--- config.mk ---
export PLATFORM = sky130hd
export DESIGN_NAME = lift_car_sequencer
export DESIGN_NICKNAME = d
export VERILOG_FILES = /design/src/rtl/lift_car_sequencer.sv
export SDC_FILE = /design/constraint.sdc
export NUM_CORES = 1
export LEC_CHECK = 0
export ABC_AREA = 1
export CORE_UTILIZATION = 49
export CTS_CLUSTER_DIAMETER = 40
export DETAILED_ROUTE_END_ITERATION = 8
export PLACE_DENSITY = 0.78
export REMOVE_ABC_BUFFERS = 1
export SLEW_MARGIN = 20
export SYNTH_ARGS = -nofsm -noshare
export SYNTH_HDL_FRONTEND = slang
export SYNTH_SLANG_ARGS = --single-unit
export TNS_END_PERCENT = 1
--- constraint.sdc ---
create_clock -name clk -period 1.7 [get_ports clk]
set_clock_uncertainty 0.05 [all_clocks]
set_input_delay 0.34 -clock clk [delete_from_list [all_inputs] [get_ports clk]]
set_output_delay 0.34 -clock clk [all_outputs]
set_load 0.01 [all_outputs]
--- src/rtl/lift_car_sequencer.sv ---
// Lift car model: times travel, door dwell and door closing, and reports the car's floor
// and door state to the request ALU. No input reaches an output combinationally.
module lift_car_sequencer #(
  parameter int unsigned N_FLOORS          = 8,
  parameter int unsigned TRAVEL_CYCLES     = 16,
  parameter int unsigned DOOR_OPEN_CYCLES  = 32,
  parameter int unsigned DOOR_CLOSE_CYCLES = 4
) (
  input  logic                        clk,
  input  logic                        reset,
  input  logic                        i_motion,
  input  logic                        i_direction,
  input  logic                        i_has_rqst_at_stopped_flr,
  input  logic                        i_door_hold,
  output logic [N_FLOORS-1:0]         o_flr_pos,
  output logic [$clog2(N_FLOORS)-1:0] o_curr_flr,
  output logic                        o_door_open,
  output logic                        o_moving,
  output logic                        o_limit_err
);

  localparam int unsigned FlrW = $clog2(N_FLOORS);
  localparam int unsigned MaxA = (TRAVEL_CYCLES > DOOR_OPEN_CYCLES) ?
                                 TRAVEL_CYCLES : DOOR_OPEN_CYCLES;
  localparam int unsigned MaxCycles = (MaxA > DOOR_CLOSE_CYCLES) ? MaxA : DOOR_CLOSE_CYCLES;
  localparam int unsigned TimerW = $clog2(MaxCycles + 1);

  localparam logic [TimerW-1:0] TravelLoad = TimerW'(TRAVEL_CYCLES - 1);
  localparam logic [TimerW-1:0] OpenLoad   = TimerW'(DOOR_OPEN_CYCLES - 1);
  localparam logic [TimerW-1:0] CloseLoad  = TimerW'(DOOR_CLOSE_CYCLES - 1);
  localparam logic [FlrW-1:0]   TopFloor   = FlrW'(N_FLOORS - 1);

  typedef enum logic [1:0] {StStopped, StMoving, StDoorOpen, StDoorClose} state_e;

  state_e            state_q, state_d;
  logic [TimerW-1:0] timer_q, timer_d;
  logic [FlrW-1:0]   floor_q, floor_d;
  logic              dir_q, dir_d;
  logic              limit_q, limit_d;
  logic              expired;

  assign expired = (timer_q == '0);

  always_ff @(posedge clk) begin
    if (reset) begin
      state_q <= StStopped;
      timer_q <= '0;
      floor_q <= '0;
      dir_q   <= 1'b0;
      limit_q <= 1'b0;
    end else begin
      state_q <= state_d;
      timer_q <= timer_d;
      floor_q <= floor_d;
      dir_q   <= dir_d;
      limit_q <= limit_d;
    end
  end

  always_comb begin
    state_d = state_q;
    timer_d = timer_q;
    floor_d = floor_q;
    dir_d   = dir_q;
    limit_d = limit_q;
    unique case (state_q)
      StStopped: begin
        if (i_has_rqst_at_stopped_flr || i_door_hold) begin
          state_d = StDoorOpen;
          timer_d = OpenLoad;
        end else if (i_motion) begin
          dir_d = i_direction;
          if ((i_direction && floor_q == TopFloor) || (!i_direction && floor_q == '0)) begin
            limit_d = 1'b1;
          end else begin
            state_d = StMoving;
            timer_d = TravelLoad;
          end
        end
      end
      StMoving: begin
        // Direction is the one latched at departure; inputs are ignored while travelling.
        if (expired) begin
          state_d = StStopped;
          floor_d = dir_q ? floor_q + FlrW'(1) : floor_q - FlrW'(1);
        end else begin
          timer_d = timer_q - TimerW'(1);
        end
      end
      StDoorOpen: begin
        if (i_door_hold) begin
          timer_d = OpenLoad;
        end else if (expired) begin
          state_d = StDoorClose;
          timer_d = CloseLoad;
        end else begin
          timer_d = timer_q - TimerW'(1);
        end
      end
      StDoorClose: begin
        if (i_door_hold) begin
          state_d = StDoorOpen;
          timer_d = OpenLoad;
        end else if (expired) begin
          state_d = StStopped;
        end else begin
          timer_d = timer_q - TimerW'(1);
        end
      end
      default: state_d = StStopped;
    endcase
  end

  always_comb begin
    o_flr_pos = '0;
    if (state_q != StMoving) o_flr_pos[floor_q] = 1'b1;
  end

  assign o_curr_flr  = floor_q;
  assign o_door_open = (state_q == StDoorOpen);
  assign o_moving    = (state_q == StMoving);
  assign o_limit_err = limit_q;

endmodule

==> results of run 1 <==
==> power by group through the flow <==
| stage | registers (mW) | clock network (mW) | logic, mW |
|---|---|---|---|
| 2_1_floorplan | 0.379 | 0 | 0.251 |
| 3_3_place_gp | 0.376 | 0 | 0.380 |
| 3_5_place_dp | 0.377 | 0 | 0.392 |
| 4_1_cts | 0.371 | 0.208 | 0.383 |
| 5_1_grt | 0.375 | 0.227 | 0.425 |
| 6_report | 0.371 | 0.206 | 0.384 |
==> metrics by stage <==
stage | std cells | util (%) | setup slack [ns] | hold slack, ns | power, mW
CTS | 195 | 70.72 | 0.03813 | 0.4490 | 0.9623
global route | 195 | 70.07 | -0.0002369 | 0.4810 | 1.028
floorplan | 138 | - | 0.2101 | 0.3591 | 0.6301
global placement | 191 | 70.07 | -0.01925 | 0.4072 | 0.7556
finish | 195 | 70.07 | 0.03809 | 0.4407 | 0.9611
detailed placement | 191 | 70.07 | -0.03783 | 0.4178 | 0.7696
==> logic make-up (layout without fill, tap and decap cells) <==
family                   Yosys count  after routing  share of synthesized area (%)
buffers and inverters             26             58                          10.88
AND/OR/NAND/NOR                   69             69                          37.88
XOR/XNOR                           3              3                          2.893
flip-flops                        13             13                          28.65
adder cells (fa/ha/maj)            4              4                          6.337
AO/OA/AOI/OAI                     23             23                          13.36
==> worst max path at each step <==
stage,from,to
finish,state_q[0],o_door_open
global route,state_q[1],o_flr_pos[0]
CTS,state_q[1],o_flr_pos[7]
detailed placement,state_q[1],o_flr_pos[0]
global placement,state_q[1],o_flr_pos[0]
floorplan,o_curr_flr[0],o_curr_flr[2]
==> layout by cell type (no fill, tap or decap), types with 2 or more instances in the layout <==
cell type        netlist  routed
nand2_2                1       2
clkinv_2               1       2
nor2_4                 3       3
nand3_1                8       7
dfxtp_2                0       3
nand4_1                4       4
clkbuf_4               0       3
dlygate4sd2_1          0       4
buf_2                  0       6
inv_1                 22      22
inv_2                  3       3
clkbuf_2               0       2
dfxtp_1               13       9
a21oi_1                8       8
clkdlybuf4s50_1        0       7
o21ai_0               12      12
nand3_2                1       2
ha_1                   3       3
nand2_1               27      26
buf_4                  0       8
nor3_1                 2       2
xor2_1                 2       2
nor2_1                18      18
==> metal layers <==
layer  track usage [%]  wire length, um
met5                 0                0
met4             9.091               36
met3             2.800              129
met2             36.81             1012
met1             31.45              984
==> critical path, stage by stage, from the launching register on <==
cell and delay, ns:
dfxtp_1 0.33, buf_4 0.15, inv_2 0.09, nand2_1 0.08
inv_1 0.07, dlygate4sd2_1 0.26
==> cell type report <==
class                           count  area, um^2
Clock buffer                        3       22.52
Tap cell                           25       31.28
Timing Repair Buffer               28       225.2
Multi-Input combinational cell     99       559.3
Inverter                           26       98.84
Fill cell                         161       516.7
Clock inverter                      1       5.005
Sequential cell                    13       267.8
==> sequential cells by signal (all words and copies together), names as in the netlist <==
| name | count |
|---|---|
| dir_q | 1 |
| o_curr_flr | 3 |
| o_limit_err | 1 |
| state_q | 2 |
| timer_q | 6 |
==> repair_timing <==
item / 4_1_cts / 5_1_grt
gates resized for setup: 34 / 8
cloned: 0 / 0
buffers inserted: 0 / 0
setup endpoints to repair: 13 / 7
==> impl_metrics.json, run 1 <==
{
  "outcome": "finished, final reports clean",
  "drc": 0,
  "rsz0062_at_grt": "yes",
  "fp.dieW_um": 45.06,
  "timing.rr.start": "o_curr_flr[0]",
  "start_util_pct": 52.61,
  "drive_above_1_share_pct": 25.29,
  "slew_violations": 0,
  "clk_pin_slew_worst_paths_ns": 0.10,
  "reg2reg_depth": 6,
  "coreArea_um2": 1727,
  "yosys_most_used_dff": "dfxtp_1",
  "critPathLaunchType": "flip-flop",
  "p_clk_share_pct": 21.5,
  "grt-ovfl-total": 0,
  "p_sw_share_pct": 38.49,
  "postRouteAntennaNets": 0,
  "worst_slew_pin_slew_ns": 0.2825,
  "ff2ff_setup_slack_ns": 0.13,
  "fmax_mhz": 601.7,
  "end_kind": "output port",
  "finalSetupTns_ns": 0,
  "drt_iter0_drc": 31,
  "maxCapViolCount": 0,
  "io_pins": 20,
  "antenna_found_initial": 0,
  "fin_area_um2": 1210,
  "portBuffers": 19,
  "clock_latency_ns": 0.29,
  "vias": 976,
  "crit_required_ns": 1.31,
  "rows": 15,
  "cts_buffers": 3,
  "routed_wl_um": 2162,
  "synth_edf_count": 0,
  "yosysMostFrequentCell": "nand2_1",
  "cp.arrival_ns": 1.27,
  "clockBufferDepth": 2,
  "finalCritPeriodShare_pct": 97.76,
  "p_int_mw": 0.5912,
  "holdBufCountCts": 0,
  "relSlewSlack_pct": 81.15,
  "power_leakage_nw": 0.6133,
  "fin_crit_ns": 1.662,
  "area_growth_pct": 33.20,
  "h-tree-depth": 1,
  "root_buffer": "clkbuf_4",
  "grtUsageTotal_pct": 23.04,
  "cts_tree": "built",
  "peakVddDrop_uv": 557.9,
  "grt_max_degree": 11,
  "syn_area_um2": 908.4,
  "yosysTopAreaCell": "dfxtp_1",
  "r2r_end": "o_curr_flr[2]",
  "p_comb_share_pct": 39.9,
  "dieArea_um2": 2030,
  "powerDensity_nw_per_um2": 794.3,
  "synth_top_area_share_pct": 28.65,
  "post_dp_cell_area_um2": 1210,
  "async_flop_share_pct": 0,
  "synth_cells": 138,
  "netlist_top_cells_area": "dfxtp_1 (29%), nand2_1 (11%), inv_1 (9.1%)",
  "ys_seq_area_share_pct": 28.65,
  "synth-seq-cells": 13,
  "final_nets": 181,
  "hp-start": "o_limit_err",
  "grt_pass1_vias": 840,
  "vias_per_cell": 5.005,
  "dr.pass1.iters": 4,
  "switchingPower_mw": 0.3699,
  "avgSynthCellArea_um2": 6.582,
  "whs_path_depth": 2,
  "antenna_cells": 0,
  "die_h_um": 45.06,
  "hpwl_um": 1671,
  "yosysUniqueCellTypes": 26,
  "finalHoldViolCount": 0,
  "avgRoutedWirePerCell_um": 11.09,
  "cts.sinks": 13,
  "synth_common_cells": "nand2_1 (27), inv_1 (22), nor2_1 (18)",
  "critPathKind": "flip-flop to output port",
  "setup_viol": 0,
  "seqPwrFrac_pct": 38.6,
  "holdCritPathClass": "flip-flop to flip-flop",
  "globalplace.congestion": 0.8488,
  "hold_path_end": "o_limit_err",
  "synth_warnings": 0,
  "crit_fanout": 5,
  "grt_pass1_wl_um": 3415
}
Power figures use the tool's default switching activity.
==> inputs of run 2 (changes only) <==
- CAP_MARGIN: not set -> 20
- clock period: 1.7 -> 2 ns (I/O delays scaled with it)
==> impl_metrics.json, run 2 (synthesis results as in run 1) <==
{
  "coreArea_um2": 1727,
  "whs_ns": 0.4427,
  "clk_pin_slew_worst_paths_ns": 0.08,
  "critPathLaunchType": "flip-flop",
  "largest_register_ffs": 6,
  "cts_tree": "built",
  "hpwl_um": 1614,
  "die_h_um": 45.06,
  "drc": 0,
  "grtUsageTotal_pct": 22.17,
  "cp.arrival_ns": 1.50,
  "dieArea_um2": 2030,
  "crit_fanout": 5,
  "p_int_mw": 0.4898,
  "p_comb_share_pct": 38.4,
  "regArea_um2": 260.3,
  "p_sw_share_pct": 37.66,
  "ff2ff_setup_slack_ns": 0.36,
  "postRouteAntennaNets": 0,
  "antenna_cells": 0,
  "cpLargestDelayFamily": "buffers and inverters",
  "vias": 934,
  "globalplace.congestion": 0.9384,
  "post_dp_cell_area_um2": 1145,
  "power_leakage_nw": 0.5742,
  "rsz0062_at_grt": "no",
  "seqPwrFrac_pct": 40.7,
  "outcome": "finished, final reports clean",
  "p_clk_share_pct": 20.9,
  "end_kind": "output port",
  "clock_latency_ns": 0.27,
  "finalHoldViolCount": 0,
  "holdBufCountCts": 0,
  "fin_area_um2": 1161,
  "switchingPower_mw": 0.2959,
  "drive_above_1_share_pct": 12.27,
  "clockBufferDepth": 2,
  "root_buffer": "clkbuf_4",
  "slowest_delay_ns": 0.55,
  "fp.dieW_um": 45.06,
  "grt_pass1_wl_um": 3394,
  "grt_max_degree": 11,
  "fmax_mhz": 513.4,
  "crit_required_ns": 1.55,
  "rows": 15,
  "relSlewSlack_pct": 79.14,
  "grt-ovfl-total": 0,
  "peakVddDrop_uv": 632.5,
  "vias_per_cell": 4.968,
  "antenna_found_initial": 0,
  "final_cell_mix": "nand2_1 (27), inv_1 (22), nor2_1 (18), dfxtp_1 (13), o21ai_0 (12)",
  "crit_end": "o_door_open",
  "regMostFlops": "timer_q",
  "cts.sinks": 13,
  "fillers": 153,
  "r2r_end": "timer_q[0]",
  "io_pins": 20,
  "final_nets": 174,
  "setup_viol": 0,
  "finalSetupTns_ns": 0,
  "critPathKind": "flip-flop to output port",
  "crit_chain": "buf_4 > nand2_1 > inv_1 > clkdlybuf4s50_1",
  "finalCritPeriodShare_pct": 97.40,
  "maxCapViolCount": 0,
  "slew_violations": 0,
  "portBuffers": 19,
  "timing.rr.start": "timer_q[0]",
  "drt_iter0_drc": 21,
  "cts_resized": 8,
  "area_growth_pct": 27.82,
  "critPathSlowestCell": "clkdlybuf4s50_1",
  "h-tree-depth": 1,
  "cp.depth": 4,
  "start_util_pct": 52.61,
  "multiInputGateArea_um2": 549.3,
  "grt_pass1_vias": 817,
  "worst_slew_pin_slew_ns": 0.3126,
  "path_buf_inv": 3,
  "holdCritPathClass": "flip-flop to flip-flop",
  "cts_setup_buffers": 0,
  "avgRoutedWirePerCell_um": 11.00,
  "cts_buffers": 3,
  "utilization_pct": 67.25,
  "powerDensity_nw_per_um2": 676.7,
  "critPathLaunch": "state_q[1]",
  "dr.pass1.iters": 4,
  "fin_crit_ns": 1.948,
  "reg2reg_depth": 8,
  "hp-start": "o_limit_err",
  "routed_wl_um": 2068,
  "layout.cells.most_common": "nand2_1"
}
-- run 2: cell types whose count changed in the layout (fill, tap and decap cells not counted), moves of 2 or more --
cell             previous run  this run
dlygate4sd2_1               4         8
clkdlybuf4s50_1             7        11
dfxtp_1                     9        13
clkbuf_2                    2         0
buf_4                       8         2
buf_2                       6         0
dfxtp_2                     3         0
-- run 2: final cells by class --
class / count / area share (%)
inverter: 26 / 8.513
clock buffer: 4 / 2.263
multi-input combinational: 99 / 47.31
tap: 25 / 2.694
timing repair buffer: 21 / 16.81
sequential: 13 / 22.41
-- run 2: worst min-delay path by stage --
stage,end,cells past startpoint
global placement,o_limit_err,2
CTS,o_limit_err,2
detailed placement,o_limit_err,2
floorplan,state_q[1],1
global route,o_limit_err,2
finish,o_limit_err,2
-- run 2: worst min-delay path, delay by kind of cell, from the launching register on --
family        cells  cell delay, ns
flops             1            0.34
simple gates      2            0.12
-- run 2: metal layers --
layer,GRT usage [%],up-vias,wire length [um]
met2,35.94,29,980
li1,-,487,-
met1,30.12,416,993
met5,0,-,0
met4,7.879,0,15
met3,2.800,2,79
-- run 2: power by group through the flow --
stage	combinational [mW]	clock [mW]	sequential, mW
floorplan	0.213	0	0.322
global placement	0.296	0	0.323
detailed placement	0.302	0	0.326
CTS	0.299	0.172	0.320
global route	0.335	0.182	0.324
finish	0.302	0.164	0.320
-- run 2: through the flow --
step / power, mW / setup slack [ns] / cells
floorplan: 0.5356 / 0.4576 / 138
global placement: 0.6193 / 0.1842 / 184
detailed placement: 0.6279 / 0.1406 / 184
CTS: 0.7904 / 0.05896 / 188
global route: 0.8411 / 0.004608 / 188
finish: 0.7857 / 0.05208 / 188
==> inputs of run 3 (changes only) <==
- ABC_AREA: 1 -> not set
- PLACE_DENSITY: 0.78 -> not set
- PLACE_DENSITY_LB_ADDON: not set -> 0.12
- clock period: 2 -> 2.43 ns (I/O delays scaled with it)
==> impl_metrics.json, run 3 <==
{
  "drive_above_1_share_pct": 13.08,
  "grtUsageTotal_pct": 23.71,
  "crit_required_ns": 1.89,
  "netlist_top_cells_area": "dfxtp_1 (29%), nor2_1 (4.6%), ha_1 (4.2%)",
  "dpl_worst_slack_ns": 0.2930,
  "root_buffer": "clkbuf_4",
  "cts_resized": 0,
  "synth_cells": 108,
  "cts_buffers": 3,
  "h-tree-depth": 1,
  "critPathLaunchType": "flip-flop",
  "end_kind": "output port",
  "maxCapViolCount": 0,
  "rows": 15,
  "yosysUniqueCellTypes": 45,
  "dr.pass1.iters": 5,
  "final_cell_mix": "clkdlybuf4s50_1 (19), dfxtp_1 (12), nor2_1 (11), inv_1 (10), nand2_1 (9)",
  "clk_pin_slew_worst_paths_ns": 0.09,
  "crit_chain": "nand2b_1 > buf_4 > inv_1 > clkdlybuf4s50_1",
  "globalplace.congestion": 0.8364,
  "critPathSlowestCell": "dfxtp_1",
  "hpwl_um": 1609,
  "finalCritPeriodShare_pct": 92.88,
  "fp.dieW_um": 44.61,
  "holdBufCountCts": 0,
  "portBuffers": 19,
  "cp.arrival_ns": 1.72,
  "final_nets": 141,
  "clock_latency_ns": 0.28,
  "fin_area_um2": 1136,
  "powerDensity_nw_per_um2": 444.5,
  "drt_iter0_drc": 21,
  "finalSetupTns_ns": 0,
  "crit_fanout": 11,
  "yosysMostFrequentCell": "dfxtp_1",
  "regMostFlops": "timer_q",
  "yosysTopAreaCell": "dfxtp_1",
  "cts_tree": "built",
  "cpLargestDelayFamily": "buffers and inverters",
  "fin_crit_ns": 2.257,
  "coreArea_um2": 1708,
  "synth_warnings": 0,
  "peakVddDrop_uv": 308.2,
  "grt-ovfl-total": 0,
  "worst_slack_ns": 0.1730,
  "finalHoldViolCount": 0,
  "grt_pass1_wl_um": 3498,
  "synth-seq-cells": 13,
  "dieArea_um2": 1990,
  "syn_area_um2": 889.6,
  "cts.sinks": 13,
  "critPathKind": "flip-flop to output port",
  "vias": 881,
  "clockBufferDepth": 2,
  "avgSynthCellArea_um2": 8.237,
  "routed_wl_um": 2063,
  "holdCritPathClass": "flip-flop to flip-flop",
  "cts_setup_buffers": 0,
  "area_growth_pct": 27.71,
  "fmax_mhz": 443.1,
  "largest_register_ffs": 6,
  "synth_edf_count": 0,
  "vias_per_cell": 5.684,
  "ys_seq_area_share_pct": 29.25,
  "outcome": "finished, final reports clean",
  "setup_viol": 0,
  "relSlewSlack_pct": 67.35,
  "grt_pass1_vias": 782,
  "synth_top_area_share_pct": 29.25,
  "path_buf_inv": 3,
  "postRouteAntennaNets": 0,
  "layout.cells.most_common": "clkdlybuf4s50_1",
  "yosys_most_used_dff": "dfxtp_1",
  "rsz0062_at_grt": "no",
  "worst_slew_pin_slew_ns": 0.4882,
  "async_flop_share_pct": 0,
  "slowest_delay_ns": 0.52,
  "post_dp_cell_area_um2": 1109,
  "die_h_um": 44.61,
  "power_leakage_nw": 0.4164,
  "drc": 0,
  "slew_violations": 0,
  "antenna_found_initial": 0,
  "io_pins": 20,
  "avgRoutedWirePerCell_um": 13.31,
  "antenna_cells": 0,
  "start_util_pct": 52.09,
  "synth_common_cells": "dfxtp_1 (13), nor2_1 (11), inv_1 (10)",
  "grt_max_degree": 13
}
[run 3: cell count changes after synthesis, moves of 2 or more]
| cell | change |
|---|---|
| inv_2 | -2 |
| nand2_1 | -18 |
| inv_1 | -12 |
| nand4_1 | -2 |
| nor2b_1 | +2 |
| nor2_4 | -3 |
| nand2b_1 | +4 |
| a21oi_1 | -3 |
| nand3_1 | -3 |
| nor2_1 | -7 |
| or4_4 | +2 |
| o21ai_0 | -10 |
| a31oi_1 | +3 |
| nor3_1 | +2 |
[run 3: metrics by stage]
stage	hold WS, ns	cells	utilization [%]	power, mW
2_1_floorplan	0.4247	104	-	0.3248
3_3_place_gp	0.4195	151	64.91	0.3657
3_5_place_dp	0.4335	151	64.91	0.3694
4_1_cts	0.4533	155	66.45	0.5003
5_1_grt	0.4865	155	66.52	0.5369
6_report	0.4619	155	66.52	0.5050
[run 3: cell families after synthesis]
logic type	share of synthesized area (%)
XOR/XNOR	2.954
flip-flops	29.25
buffers and inverters	7.453
adder cells (fa/ha/maj)	6.470
AND/OR/NAND/NOR	30.66
multiplexers	1.125
AO/OA/AOI/OAI	22.08
[run 3: where the power goes]
part           switching, mW  leakage, nW  internal, mW  total (mW)
clock network         0.0754       0.0150        0.0637       0.139
logic                 0.0596        0.294        0.0559       0.116
registers             0.0225        0.107         0.228       0.250
[run 3: cell type report]
type                       instances  area [um^2]
clock buffer                       4        26.28
inverter                          11        41.29
multi-input combinational         80        563.0
tap                               25        31.28
fill                             152        571.8
sequential                        13        261.5
timing repair buffer              22        212.7
[run 3: final timing paths]
path | start | to | slack [ns] | depth (start not counted)
setup / recovery | state_q[0] | o_moving | 0.17 | 4
hold / removal | timer_q[1] | timer_q[1] | 0.46 | 2
setup reg to reg | timer_q[0] | timer_q[0] | 0.30 | 7
hold reg to reg | timer_q[1] | timer_q[1] | 0.46 | 2
[run 3: worst min-delay path, delay by kind of cell, from the launching register on]
kind	cells	cell delay, ns
flops	1	0.32
compound gates	1	0.06
buf+inv	1	0.10
[run 3: routing by layer]
layer	GRT usage, %	part of all wire, %	wire [um]
met1	30.25	44	917
met2	40.88	50	1031
met3	4.898	4.8	99
met4	5.455	0.68	14
met5	0	0	0
